[config.mk]
export PLATFORM = sky130hd
export DESIGN_NAME = pipe_hazard_ctrl
export DESIGN_NICKNAME = d
export VERILOG_FILES = /design/src/rtl/pipe_hazard_ctrl.sv
export SDC_FILE = /design/constraint.sdc
export NUM_CORES = 1
export LEC_CHECK = 0
export CORE_AREA = 3 3 87 105
export CTS_BUF_LIST = sky130_fd_sc_hd__clkbuf_2
export DETAILED_ROUTE_END_ITERATION = 16
export DIE_AREA = 0 0 90 108
export PLACE_DENSITY = 0.8
export SETUP_SLACK_MARGIN = 0.05
export SLEW_MARGIN = 20
export SYNTH_ARGS = -nofsm -noshare
export SYNTH_HDL_FRONTEND = slang
export SYNTH_SLANG_ARGS = --single-unit
[constraint.sdc]
create_clock -name clk -period 4.7 [get_ports clk]
set_clock_uncertainty 0.2 [all_clocks]
set_input_delay 0.47 -clock clk [delete_from_list [all_inputs] [get_ports clk]]
set_output_delay 0.47 -clock clk [all_outputs]
set_load 0.01 [all_outputs]
[src/rtl/pipe_hazard_ctrl.sv]
// Stall/flush controller for the five-stage pipeline: merges per-stage stall
// requests and sequences exception redirection behind any in-flight fetch.
module pipe_hazard_ctrl #(
    parameter int CNT_W = 32
) (
    input  logic             clk,
    input  logic             rst,
    input  logic             req_if,
    input  logic             req_id,
    input  logic             req_ex,
    input  logic             req_mem,
    input  logic             exc_valid,
    input  logic [31:0]      exc_target,
    input  logic             ibus_inflight,
    input  logic             ibus_done,
    output logic [4:0]       stall,
    output logic [4:0]       flush,
    output logic             pc_redirect,
    output logic [31:0]      pc_target,
    output logic             ctrl_busy,
    output logic [CNT_W-1:0] stall_cycles,
    output logic [1:0]       fsm_state
);

    typedef enum logic [1:0] {
        RUN      = 2'd0,
        DRAIN    = 2'd1,
        REDIRECT = 2'd2
    } state_t;

    state_t           state;
    state_t           next_state;
    logic [31:0]      tgt_q;
    logic [CNT_W-1:0] cnt_q;
    logic             count_en;
    logic             latch_tgt;

    always_ff @(posedge clk) begin
        if (rst) begin
            state <= RUN;
            tgt_q <= '0;
            cnt_q <= '0;
        end else begin
            state <= next_state;
            if (latch_tgt) tgt_q <= exc_target;
            if (count_en) cnt_q <= cnt_q + 1'b1;
        end
    end

    always_comb begin
        next_state  = state;
        stall       = 5'b00000;
        flush       = 5'b00000;
        pc_redirect = 1'b0;
        count_en    = 1'b0;
        latch_tgt   = 1'b0;
        if (rst) begin
            flush = 5'b11110;
        end else begin
            unique case (state)
                RUN: begin
                    if (exc_valid) begin
                        stall     = 5'b00001;
                        flush     = 5'b11110;
                        latch_tgt = 1'b1;
                        // A response arriving this same cycle leaves nothing to drain.
                        next_state = (ibus_inflight && !ibus_done) ? DRAIN : REDIRECT;
                    end else begin
                        if (req_mem)     stall = 5'b01111;
                        else if (req_ex) stall = 5'b00111;
                        else if (req_id) stall = 5'b00011;
                        else if (req_if) stall = 5'b00001;
                        // Insert a bubble where a held stage feeds a moving one.
                        flush    = {stall[3:0] & ~stall[4:1], 1'b0};
                        count_en = |stall;
                    end
                end
                DRAIN: begin
                    stall = 5'b00001;
                    flush = 5'b11110;
                    if (ibus_done) next_state = REDIRECT;
                end
                REDIRECT: begin
                    flush       = 5'b11110;
                    pc_redirect = 1'b1;
                    next_state  = RUN;
                end
                default: begin
                    next_state = RUN;
                end
            endcase
        end
    end

    assign pc_target    = rst ? 32'h0 : tgt_q;
    assign ctrl_busy    = !rst && (state != RUN);
    assign stall_cycles = cnt_q;
    assign fsm_state    = state;

endmodule

==> results_tabular.tex, run 1 <==
\begin{tabular}{lr}
\hline
Metric & Value \\
\hline
\multicolumn{2}{l}{\textbf{Outcome}} \\
Result of the run & completed \\
\multicolumn{2}{l}{\textbf{STA}} \\
Fin crit period & 3.32 ns \\
Setup repair after global routing missed its margin & no \\
Finish-stage setup viols & 0 \\
Number of hold violations in the final report & 0 \\
Max Fclk & 0.301 GHz \\
Total negative slack for setup checks & 0 ns \\
Max\_slew headroom & approximately three fifths \\
Worst-margin pin slew & $\sim$0.60 ns \\
Period utilisation layout & about 71\% \\
Hold Worst Slack & between 0.2 and 0.25 ns \\
Count of pins over their slew limit & 0 \\
\multicolumn{2}{l}{\textbf{Power and ir drop}} \\
PwrDens & 258 nW/um\^{}2 \\
Overall power consumption & $\sim$0.0012 W \\
Static leakage & 1.68 nW \\
Peak supply drop & between 0.00015 and 0.0002 V \\
\multicolumn{2}{l}{\textbf{Clock network}} \\
Clock Path Buffers & 2 \\
Cell chosen for the clock root & sky130\_fd\_sc\_hd\_\_clkbuf\_2 \\
Clock slew at reported path FFs & approximately 0.20 ns \\
Number of buffers inserted by post-CTS setup repair & 0 \\
H-Tree Level Count & 3 \\
Clock buffers created by TritonCTS & 9 \\
Insertion delay to the later sink of the worst-skew pair & 0.48 ns \\
Clock tree from TritonCTS & built \\
Post-CTS Resized & 0 \\
Number of clock sinks & 66 \\
Post-CTS Hold Fix Bufs & 0 \\
\multicolumn{2}{l}{\textbf{Floorplan}} \\
Initial Utilization & 39.6\% \\
Core area & around 8000 sq um \\
Die height & between 100 and 150 um \\
Number of primary I/O pins & between 100 and 150 \\
Site Rows & 36 \\
Die Width & approximately 90 um \\
Overall die area & about 9700 sq um \\
\multicolumn{2}{l}{\textbf{GRT}} \\
Overall Global Routing Usage & 17.1\% \\
Final global-route overflow total & 0 \\
Vias in the first global route & 2883 \\
Initial antenna violation count & 0 \\
Maximum number of pins on one net before global-route repair & 62 \\
Global-route wire length before repair & about 13000 um \\
\multicolumn{2}{l}{\textbf{Synth}} \\
YS warnings & 0 \\
Number of register bits inferred by synthesis & 66 \\
Count of mapped cells out of synthesis & between 300 and 400 \\
Most used DFF post-synth & sky130\_fd\_sc\_hd\_\_dfxtp\_1 \\
Post-synth cell types & 40 \\
FFs w/ async S/R, synth & 0\% \\
Number of enable-type register cells in the synthesized netlist & 0 \\
Share of synthesized area occupied by flip-flops and latches & just over 40\% \\
Synth Cell Area & around 3200 sq um \\
Mapped Avg Cell Area & around 9.4 sq um \\
\multicolumn{2}{l}{\textbf{Routing}} \\
Post-detailed-route wirelength per cell & between 10 and 15 um \\
Violation count after the first detailed-routing iteration & 94 \\
Total wire length & approximately 8500 um \\
Routed Antenna Nets & 0 \\
DR pass1 iterations & 4 \\
Via count & roughly 2900 \\
Avg Vias per Cell & 5.14 \\
DRC viols & 0 \\
\multicolumn{2}{l}{\textbf{Job}} \\
Number of max-capacitance violations reported & 0 \\
\multicolumn{2}{l}{\textbf{Worst setup path}} \\
Critical path arrival & 2.65 ns \\
Critical Path Fanout Max & 11 \\
Class of the most critical setup path & reg -> out \\
Required time reported for the critical path endpoint & a little over 4 ns \\
Critical path startpoint category & flip-flop \\
Kind of end point of the critical path & output port \\
\multicolumn{2}{l}{\textbf{Place}} \\
Post-DP HPWL & $\sim$6200 um \\
Count of port buffers added during placement & about 120 \\
Weighted congestion at the end of routability-driven global placement & 0.905 \\
\multicolumn{2}{l}{\textbf{Finish}} \\
Count of nets after finishing & 498 \\
Fill cells & about 750 \\
Area used by multi-input combinational logic & $\sim$1800 sq um \\
Fraction of final layout cells with drive strength greater than 1 & between 10\% and 20\% \\
Post-synthesis to final-layout area growth & 40.7\% \\
Number of inserted diodes & 0 \\
Flip-flop and latch area & roughly 1300 sq um \\
Most common cell after layout, fill and taps aside & sky130\_fd\_sc\_hd\_\_clkdlybuf4s50\_1 \\
Leading cell types in the layout, fill and taps excluded & sky130\_fd\_sc\_hd\_\_clkdlybuf4s50\_1 (115), sky130\_fd\_sc\_hd\_\_dfxtp\_1 (66), sky130\_fd\_sc\_hd\_\_nor2b\_1 (40) \\
\multicolumn{2}{l}{\textbf{Min path}} \\
Type of the tightest min-delay check & in -> reg \\
\hline
\end{tabular}
critical path, stage by stage (launching register included):
cell	delay, ns
sky130_fd_sc_hd__dfxtp_1	0.40
sky130_fd_sc_hd__inv_1	0.10
sky130_fd_sc_hd__ha_1	0.45
sky130_fd_sc_hd__or3b_1	0.53
sky130_fd_sc_hd__nor2_1	0.15
sky130_fd_sc_hd__clkdlybuf4s50_1	0.55
through the flow:
step                util, %  std cells  area, sq um  worst slack (ns)
floorplan                 -        346         3250              2.31
global placement       54.2        555         4450              1.66
detailed placement     54.2        555         4450              1.62
CTS                    55.8        570         4570              1.33
global route           55.8        570         4570              1.15
finish                 55.8        570         4570              1.38
Yosys cell counts (2+ instances only):
cell                       count  area, sq um
sky130_fd_sc_hd__dfxtp_1      66         1320
sky130_fd_sc_hd__nor2b_1      40          250
sky130_fd_sc_hd__mux2_2       32          360
sky130_fd_sc_hd__nor2_1       26         97.6
sky130_fd_sc_hd__a21oi_1      20          100
sky130_fd_sc_hd__clkbuf_1     13         48.8
sky130_fd_sc_hd__nand2_1      12         45.0
sky130_fd_sc_hd__nand4_1      12         75.1
sky130_fd_sc_hd__o21ai_0      10         50.1
sky130_fd_sc_hd__or4_1        10         75.1
sky130_fd_sc_hd__or3_1         9         56.3
sky130_fd_sc_hd__inv_1         8         30.0
sky130_fd_sc_hd__mux2_1        8         90.1
sky130_fd_sc_hd__nor3_1        8         40.0
sky130_fd_sc_hd__xnor2_1       8         70.1
sky130_fd_sc_hd__o31ai_1       7         52.6
sky130_fd_sc_hd__nand3_1       6         30.0
sky130_fd_sc_hd__ha_1          5         62.6
sky130_fd_sc_hd__buf_6         4         45.0
sky130_fd_sc_hd__nor4_1        4         25.0
sky130_fd_sc_hd__o21bai_1      4         30.0
sky130_fd_sc_hd__a21o_1        3         22.5
sky130_fd_sc_hd__and3_1        3         18.8
sky130_fd_sc_hd__and4_1        3         26.3
sky130_fd_sc_hd__buf_2         3         15.0
sky130_fd_sc_hd__nand2b_1      3         18.8
sky130_fd_sc_hd__nor4_4        3         63.8
sky130_fd_sc_hd__buf_1         2         7.51
sky130_fd_sc_hd__buf_4         2         15.0
state kept, by name, summed over array words and instances (netlist names):
| register | count |
|---|---|
| stall_cycles | 32 |
| tgt_q | 32 |
| fsm_state | 2 |
where the power goes:
part	internal (W)	switching, W
logic	0.000121	0.0000877
registers	0.000588	0.00000834
clock network	0.000171	0.000203
per-layer routing:
| layer | global-route usage [%] | wire length (um) | vias to the layer above |
|---|---|---|---|
| met1 | 18.6 | 3380 | 1359 |
| met4 | 6.35 | 197 | 0 |
| met5 | 0 | 0 | - |
| li1 | - | - | 1432 |
| met2 | 28.2 | 3930 | 123 |
| met3 | 9.26 | 955 | 17 |
area by class of cell:
class | instances | share of cell area, %
Inverter | 8 | 0.657
Clock inverter | 6 | 1.81
Clock buffer | 9 | 0.985
Timing Repair Buffer | 119 | 25.8
Multi-Input combinational cell | 248 | 38.8
Tap cell | 114 | 3.12
Sequential cell | 66 | 28.9
path summary, 6_finish.rpt:
| kind | endpoint | startpoint | slack, ns | depth (start not counted) |
|---|---|---|---|---|
| worst max-delay path | stall[1] | fsm_state[0] | 1.38 | 5 |
| worst min register to register | stall_cycles[19] | stall_cycles[19] | 0.33 | 1 |
| worst min-delay path | stall_cycles[3] | rst | 0.20 | 2 |
| worst max register to register | stall_cycles[30] | fsm_state[0] | 1.91 | 6 |
cells by family after synthesis:
kind of cell,count (synthesis),synth area share (%)
mux,41,14.2
compound gates,46,8.32
buf+inv,32,4.97
xor+xnor,8,2.16
flops,66,40.7
fa+ha+maj,5,1.93
simple gates,146,27.7
other cells,1,0.115
Note: power is estimated with default switching activity, not from simulation.
==> run 2, diff against run 1 <==
--- a/config.mk
+++ b/config.mk
@@ -9,7 +9,7 @@
 export CTS_BUF_LIST = sky130_fd_sc_hd__clkbuf_2
 export DETAILED_ROUTE_END_ITERATION = 16
 export DIE_AREA = 0 0 90 108
-export PLACE_DENSITY = 0.8
+export PLACE_DENSITY = 0.82
 export SETUP_SLACK_MARGIN = 0.05
 export SLEW_MARGIN = 20
 export SYNTH_ARGS = -nofsm -noshare
==> constraint.sdc (replaced) <==
create_clock -name clk -period 3 [get_ports clk]
set_clock_uncertainty 0.2 [all_clocks]
set_input_delay 0.3 -clock clk [delete_from_list [all_inputs] [get_ports clk]]
set_output_delay 0.3 -clock clk [all_outputs]
set_load 0.01 [all_outputs]
==> run 2 against run 1 <==
Against the previous run:
- critical path type unchanged
- clock power up 37%
- sequential power up 57%
- clock-buffer cell count up 1
- routed wire length down 0.72%
- sequential cell count unchanged
- total power up 52%
- global-route usage down 0.12 points
- cell count up 1.1%
- via count about the same
==> results_tabular.tex, run 2 (synthesis results as in run 1) <==
\begin{tabular}{lr}
\hline
Metric & Value \\
\hline
\multicolumn{2}{l}{\textbf{Finish}} \\
Area used by multi-input combinational logic & 1790 sq um (+0.85\%) \\
Post-synthesis to final-layout area growth & 41.7\% \\
Number of inserted diodes & 0 (unchanged) \\
Finished Layout Cells & 576 (+1.1\%) \\
Fill cells & 740 (-1.5\%) \\
Fraction of final layout cells with drive strength greater than 1 & 14.1\% (+1.6 points) \\
Flip-flop and latch area & 1320 sq um (unchanged) \\
Count of nets after finishing & 503 (+1.0\%) \\
Most common cell after layout, fill and taps aside & sky130\_fd\_sc\_hd\_\_clkdlybuf4s50\_1 \\
Leading cell types in the layout, fill and taps excluded & sky130\_fd\_sc\_hd\_\_clkdlybuf4s50\_1 (115), sky130\_fd\_sc\_hd\_\_dfxtp\_1 (66), sky130\_fd\_sc\_hd\_\_nor2b\_1 (40) \\
\multicolumn{2}{l}{\textbf{Worst setup path}} \\
Class of the most critical setup path & reg -> out \\
Required time reported for the critical path endpoint & 2.50 ns (-1.53 ns) \\
Kind of end point of the critical path & output port \\
Critical path arrival & 2.27 ns (-0.38 ns) \\
Critical Path Fanout Max & 9 (-2) \\
Critical path startpoint category & flip-flop \\
\multicolumn{2}{l}{\textbf{Floorplan}} \\
Die Width & 90 um (unchanged) \\
Die height & 108 um (unchanged) \\
Number of primary I/O pins & 119 (unchanged) \\
Core area & 8200 sq um (unchanged) \\
Overall die area & 9720 sq um (unchanged) \\
Initial Utilization & 39.6\% (unchanged) \\
Site Rows & 36 (unchanged) \\
\multicolumn{2}{l}{\textbf{STA}} \\
Total negative slack for setup checks & 0 ns (unchanged) \\
Max Fclk & around 0.36 GHz \\
Count of pins over their slew limit & 0 (unchanged) \\
Period utilisation layout & 92.4\% \\
Finish-stage setup viols & 0 (unchanged) \\
Setup repair after global routing missed its margin & no \\
Max\_slew headroom & 62.0\% (+2.0 points) \\
Number of hold violations in the final report & 0 (unchanged) \\
Fin crit period & 2.77 ns \\
Worst-margin pin slew & 0.571 ns (-0.0296 ns) \\
\multicolumn{2}{l}{\textbf{GRT}} \\
Maximum number of pins on one net before global-route repair & 58 (-6.5\%) \\
Initial antenna violation count & 0 (unchanged) \\
Overall Global Routing Usage & 17.0\% (-0.12 points) \\
Vias in the first global route & 2786 (-3.4\%) \\
Global-route wire length before repair & 13300 um (-0.62\%) \\
Final global-route overflow total & 0 (unchanged) \\
\multicolumn{2}{l}{\textbf{Job}} \\
Number of max-capacitance violations reported & 0 (unchanged) \\
\multicolumn{2}{l}{\textbf{Place}} \\
Count of port buffers added during placement & 116 (unchanged) \\
Weighted congestion at the end of routability-driven global placement & 0.935 (+3.2\%) \\
Post-DP HPWL & 6270 um (+1.3\%) \\
Number of placed cells counting well taps & 557 (+0.36\%) \\
\multicolumn{2}{l}{\textbf{Clock network}} \\
Insertion delay to the later sink of the worst-skew pair & 0.50 ns (+0.02 ns) \\
Clock slew at reported path FFs & 0.19 ns (about the same) \\
Clock Path Buffers & 2 (unchanged) \\
Cell chosen for the clock root & sky130\_fd\_sc\_hd\_\_clkbuf\_2 \\
H-Tree Level Count & 3 (unchanged) \\
Post-CTS Hold Fix Bufs & 0 (unchanged) \\
Clock tree from TritonCTS & built \\
Number of clock sinks & 66 (unchanged) \\
Clock buffers created by TritonCTS & 9 (unchanged) \\
\multicolumn{2}{l}{\textbf{Power and ir drop}} \\
Part of the total power dissipated in combinational logic & 19.4\% (+1.7 points) \\
Sequential power share & 52.1\% (+1.5 points) \\
Peak supply drop & 0.000259 V (+57\%) \\
Clk pwr share & 28.5\% (-3.2 points) \\
Static leakage & 1.70 nW (+1.2\%) \\
Total internal power & 0.00132 W (+50\%) \\
Switching fraction of total power & 26.6\% (+1.2 points) \\
PwrDens & 389 nW/um\^{}2 (+51\%) \\
Net Sw Power & 0.000476 W (+59\%) \\
\multicolumn{2}{l}{\textbf{Routing}} \\
DR pass1 iterations & 4 (unchanged) \\
Violation count after the first detailed-routing iteration & 121 (+29\%) \\
Routed Antenna Nets & 0 (unchanged) \\
Total wire length & 8400 um (-0.72\%) \\
Via count & 2929 (-0.068\%) \\
Avg Vias per Cell & 5.09 (-1.1\%) \\
Post-detailed-route wirelength per cell & 14.6 um (-1.8\%) \\
DRC viols & 0 (unchanged) \\
\multicolumn{2}{l}{\textbf{Outcome}} \\
Result of the run & completed \\
\multicolumn{2}{l}{\textbf{Min path}} \\
Type of the tightest min-delay check & in -> reg \\
\hline
\end{tabular}
-- run 2: cell types whose count changed in the layout (fill, tap and decap cells not counted), sizes merged --
cell,previous run,this run
buf,4,9
clkinvlp,1,0
clkbuf,9,10
bufinv,2,1
clkinv,3,5
-- run 2: power groups by stage --
| stage | Combinational, W | Sequential [W] | Clock [W] |
|---|---|---|---|
| floorplan | 0.000167 | 0.000951 | 0 |
| global placement | 0.000325 | 0.000951 | 0 |
| global route | 0.000376 | 0.000939 | 0.000573 |
| CTS | 0.000341 | 0.000934 | 0.000534 |
| finish | 0.000347 | 0.000934 | 0.000511 |
| detailed placement | 0.000332 | 0.000952 | 0 |
-- run 2: layer usage --
metal	GRT usage (%)	part of all wire [%]	up-vias
met5	0	0	-
met4	7.00	1.1	0
met3	7.59	9.0	10
li1	-	-	1438
met2	28.3	49	111
met1	18.9	41	1370
-- run 2: area by class of cell --
| cell class | count | area share [%] |
|---|---|---|
| Tap cell | 114 | 3.10 |
| Inverter | 8 | 0.652 |
| Sequential cell | 66 | 28.7 |
| Multi-Input combinational cell | 248 | 38.8 |
| Clock inverter | 6 | 1.25 |
| Clock buffer | 10 | 1.09 |
| Timing Repair Buffer | 124 | 26.4 |
-- run 2: path summary, 6_finish.rpt --
path                      endpoint  cells after the start  slack [ns]             start
setup / recovery          stall[2]                      5        0.23      fsm_state[0]
hold / removal     stall_cycles[5]                      3        0.07               rst
hold reg to reg   stall_cycles[15]                      2        0.32  stall_cycles[15]
setup reg to reg  stall_cycles[30]                      7        0.42      fsm_state[0]
-- run 2: repair_timing --
item                       CTS  global route
setup buffers                0             3
resized for setup            3             1
pin swaps                    0             1
setup endpoints to repair    3             3
-- run 2: stage by stage --
stage	hold WS, ns	setup WS [ns]	util (%)	total power (W)	area (sq um)
after detailed placement	0.302	0.255	54.4	0.00128	4460
final	0.0691	0.227	56.2	0.00179	4610
after global routing	0.0312	0.110	56.2	0.00189	4610
after floorplan	0.246	0.672	-	0.00112	3250
after global placement	0.269	0.321	54.4	0.00128	4460
after CTS	0.0228	0.0745	55.9	0.00181	4580
-- run 2: critical path, stage by stage (launching register included) --
cell and delay, ns:
sky130_fd_sc_hd__dfxtp_1 0.38, sky130_fd_sc_hd__inv_1 0.13, sky130_fd_sc_hd__ha_4 0.17, sky130_fd_sc_hd__or3b_4 0.44, sky130_fd_sc_hd__nor2_1 0.13, sky130_fd_sc_hd__clkdlybuf4s50_1 0.56
==> run 3, diff against run 2 <==
--- a/config.mk
+++ b/config.mk
@@ -6,7 +6,7 @@
 export NUM_CORES = 1
 export LEC_CHECK = 0
 export CORE_AREA = 3 3 87 105
-export CTS_BUF_LIST = sky130_fd_sc_hd__clkbuf_2
+export CTS_BUF_LIST = sky130_fd_sc_hd__clkbuf_2 sky130_fd_sc_hd__clkbuf_4 sky130_fd_sc_hd__clkbuf_8
 export DETAILED_ROUTE_END_ITERATION = 16
 export DIE_AREA = 0 0 90 108
 export PLACE_DENSITY = 0.82
==> run 3 against run 2 <==
Against the previous run:
- sequential share of layout area decreased by 0.36 points
- die area is the same
- maximum frequency increased by 0.12%
- largest power group unchanged
- combinational power down 4%
- sequential cell count stayed put
- sequential power is essentially flat
- setup slack improved by 0.0035 ns
- cell area up 1.3%
==> results_tabular.tex, run 3 (synthesis results as in run 1) <==
\begin{tabular}{lr}
\hline
Metric & Value \\
\hline
\multicolumn{2}{l}{\textbf{Finish}} \\
Most common cell after layout, fill and taps aside & sky130\_fd\_sc\_hd\_\_clkdlybuf4s50\_1 \\
Leading cell types in the layout, fill and taps excluded & sky130\_fd\_sc\_hd\_\_clkdlybuf4s50\_1 (115), sky130\_fd\_sc\_hd\_\_dfxtp\_1 (66), sky130\_fd\_sc\_hd\_\_nor2b\_1 (40) \\
Fraction of final layout cells with drive strength greater than 1 & 13.5\% (-0.56 points) \\
Number of inserted diodes & 0 (unchanged) \\
Count of nets after finishing & 500 (-0.60\%) \\
Post-synthesis to final-layout area growth & 43.6\% \\
Fill cells & 735 (-0.68\%) \\
\multicolumn{2}{l}{\textbf{Worst setup path}} \\
Critical path arrival & 2.27 ns (about the same) \\
Kind of end point of the critical path & output port \\
Class of the most critical setup path & reg -> out \\
Worst reg-to-reg path cell count & 6 (-1) \\
Required time reported for the critical path endpoint & 2.50 ns (about the same) \\
Critical path startpoint category & flip-flop \\
Critical Path Fanout Max & 11 (+2) \\
\multicolumn{2}{l}{\textbf{Clock network}} \\
Cell chosen for the clock root & sky130\_fd\_sc\_hd\_\_clkbuf\_8 \\
Clock Path Buffers & 2 (unchanged) \\
Clock buffers created by TritonCTS & 9 (unchanged) \\
Number of clock sinks & 66 (unchanged) \\
Post-CTS Hold Fix Bufs & 0 (unchanged) \\
Insertion delay to the later sink of the worst-skew pair & 0.34 ns (-0.16 ns) \\
H-Tree Level Count & 3 (unchanged) \\
Clock tree from TritonCTS & built \\
Clock slew at reported path FFs & 0.08 ns (-0.11 ns) \\
\multicolumn{2}{l}{\textbf{GRT}} \\
Routing usage on met3 & 7.45\% (-0.14 points) \\
Vias in the first global route & 2809 (+0.83\%) \\
Maximum number of pins on one net before global-route repair & 58 (unchanged) \\
Global-route met2 utilization & 28.4\% (+0.11 points) \\
Global-route wire length before repair & 13300 um (-0.31\%) \\
Initial antenna violation count & 0 (unchanged) \\
Final global-route overflow total & 0 (unchanged) \\
M1 GR Usage & 18.6\% (-0.30 points) \\
Overall Global Routing Usage & 16.8\% (-0.18 points) \\
GRT Max-Usage Layer & met2 \\
\multicolumn{2}{l}{\textbf{STA}} \\
Fin crit period & 2.77 ns (-0.00346 ns) \\
Max\_slew headroom & 62.7\% (+0.71 points) \\
Total negative slack for setup checks & 0 ns (unchanged) \\
Number of hold violations in the final report & 0 (unchanged) \\
Worst-margin pin slew & 0.560 ns (-0.0106 ns) \\
Count of pins over their slew limit & 0 (unchanged) \\
Setup repair after global routing missed its margin & no \\
Max Fclk & 0.361 GHz (+0.12\%) \\
Finish-stage setup viols & 0 (unchanged) \\
Hold Worst Slack & 0.248 ns (+0.179 ns) \\
Period utilisation layout & 92.3\% (-0.12 points) \\
\multicolumn{2}{l}{\textbf{Routing}} \\
Violation count after the first detailed-routing iteration & 99 (-18\%) \\
DRC viols & 0 (unchanged) \\
Post-detailed-route wirelength per cell & 14.5 um (-0.46\%) \\
Avg Vias per Cell & 5.06 (-0.40\%) \\
Routed Antenna Nets & 0 (unchanged) \\
Via count & 2902 (-0.92\%) \\
Total wire length & 8320 um (-0.98\%) \\
DR pass1 iterations & 4 (unchanged) \\
\multicolumn{2}{l}{\textbf{Min path}} \\
Worst Hold Depth & 3 (unchanged) \\
Type of the tightest min-delay check & in -> reg \\
\multicolumn{2}{l}{\textbf{Place}} \\
Count of port buffers added during placement & 116 (unchanged) \\
Post-DP HPWL & 6270 um (unchanged) \\
Weighted congestion at the end of routability-driven global placement & 0.935 (unchanged) \\
\multicolumn{2}{l}{\textbf{Power and ir drop}} \\
Static leakage & 1.72 nW (+1.1\%) \\
PwrDens & 432 nW/um\^{}2 (+11\%) \\
Peak supply drop & 0.000325 V (+25\%) \\
\multicolumn{2}{l}{\textbf{Floorplan}} \\
Die Width & 90 um (unchanged) \\
Die height & 108 um (unchanged) \\
Number of primary I/O pins & 119 (unchanged) \\
Initial Utilization & 39.6\% (unchanged) \\
Core area & 8200 sq um (unchanged) \\
Overall die area & 9720 sq um (unchanged) \\
Site Rows & 36 (unchanged) \\
\multicolumn{2}{l}{\textbf{Outcome}} \\
Result of the run & completed \\
\multicolumn{2}{l}{\textbf{Job}} \\
Number of max-capacitance violations reported & 0 (unchanged) \\
\hline
\end{tabular}
-- run 3: cell type report --
| cell class | instances | area, sq um | share of cell area, % |
|---|---|---|---|
| clock buffer | 11 | 145 | 3.11 |
| clock inverter | 5 | 53.8 | 1.15 |
| inverter | 8 | 30.0 | 0.644 |
| multi-input combinational | 248 | 1780 | 38.1 |
| sequential | 66 | 1320 | 28.3 |
| tap | 114 | 143 | 3.06 |
| timing repair buffer | 121 | 1190 | 25.6 |
-- run 3: worst max-delay path, stage by stage (launching register included) --
cell and delay (ns):
sky130_fd_sc_hd__dfxtp_1 0.36, sky130_fd_sc_hd__inv_1 0.10, sky130_fd_sc_hd__ha_2 0.32, sky130_fd_sc_hd__or3b_4 0.47
sky130_fd_sc_hd__nor2_1 0.13, sky130_fd_sc_hd__clkdlybuf4s50_1 0.56
-- run 3: timing repair --
action,in CTS,in global routing
gates resized for setup,1,1
buffers inserted,0,0
setup endpoints to repair,3,1
-- run 3: final timing paths --
path	start	end	slack (ns)
worst max register to register	fsm_state[0]	stall_cycles[30]	0.38
worst min register to register	stall_cycles[15]	stall_cycles[15]	0.31
worst min-delay path	rst	stall_cycles[5]	0.25
worst max-delay path	fsm_state[0]	stall[2]	0.23
-- run 3: layer usage --
metal	vias to the layer above	share of wire [%]	wire [um]
met5	-	0	0
met4	0	1.7	144
met3	15	9.4	783
met2	110	49	4050
met1	1344	40	3350
li1	1433	-	-
-- run 3: per-stage QoR --
stage | std cells | utilization (%) | setup WS [ns] | area (sq um) | total power (W)
2_1_floorplan | 346 | - | 0.672 | 3250 | 0.00112
3_5_place_dp | 557 | 54.4 | 0.255 | 4460 | 0.00128
5_1_grt | 573 | 56.9 | 0.134 | 4660 | 0.00211
6_report | 573 | 56.9 | 0.230 | 4660 | 0.00201
3_3_place_gp | 557 | 54.4 | 0.321 | 4460 | 0.00128
4_1_cts | 573 | 56.9 | 0.118 | 4660 | 0.00204
-- run 3: power breakdown --
part	total (W)	internal, W	switching [W]
combinational	0.000332	0.000193	0.000139
clock	0.000751	0.000413	0.000338
sequential	0.000932	0.000920	0.0000128
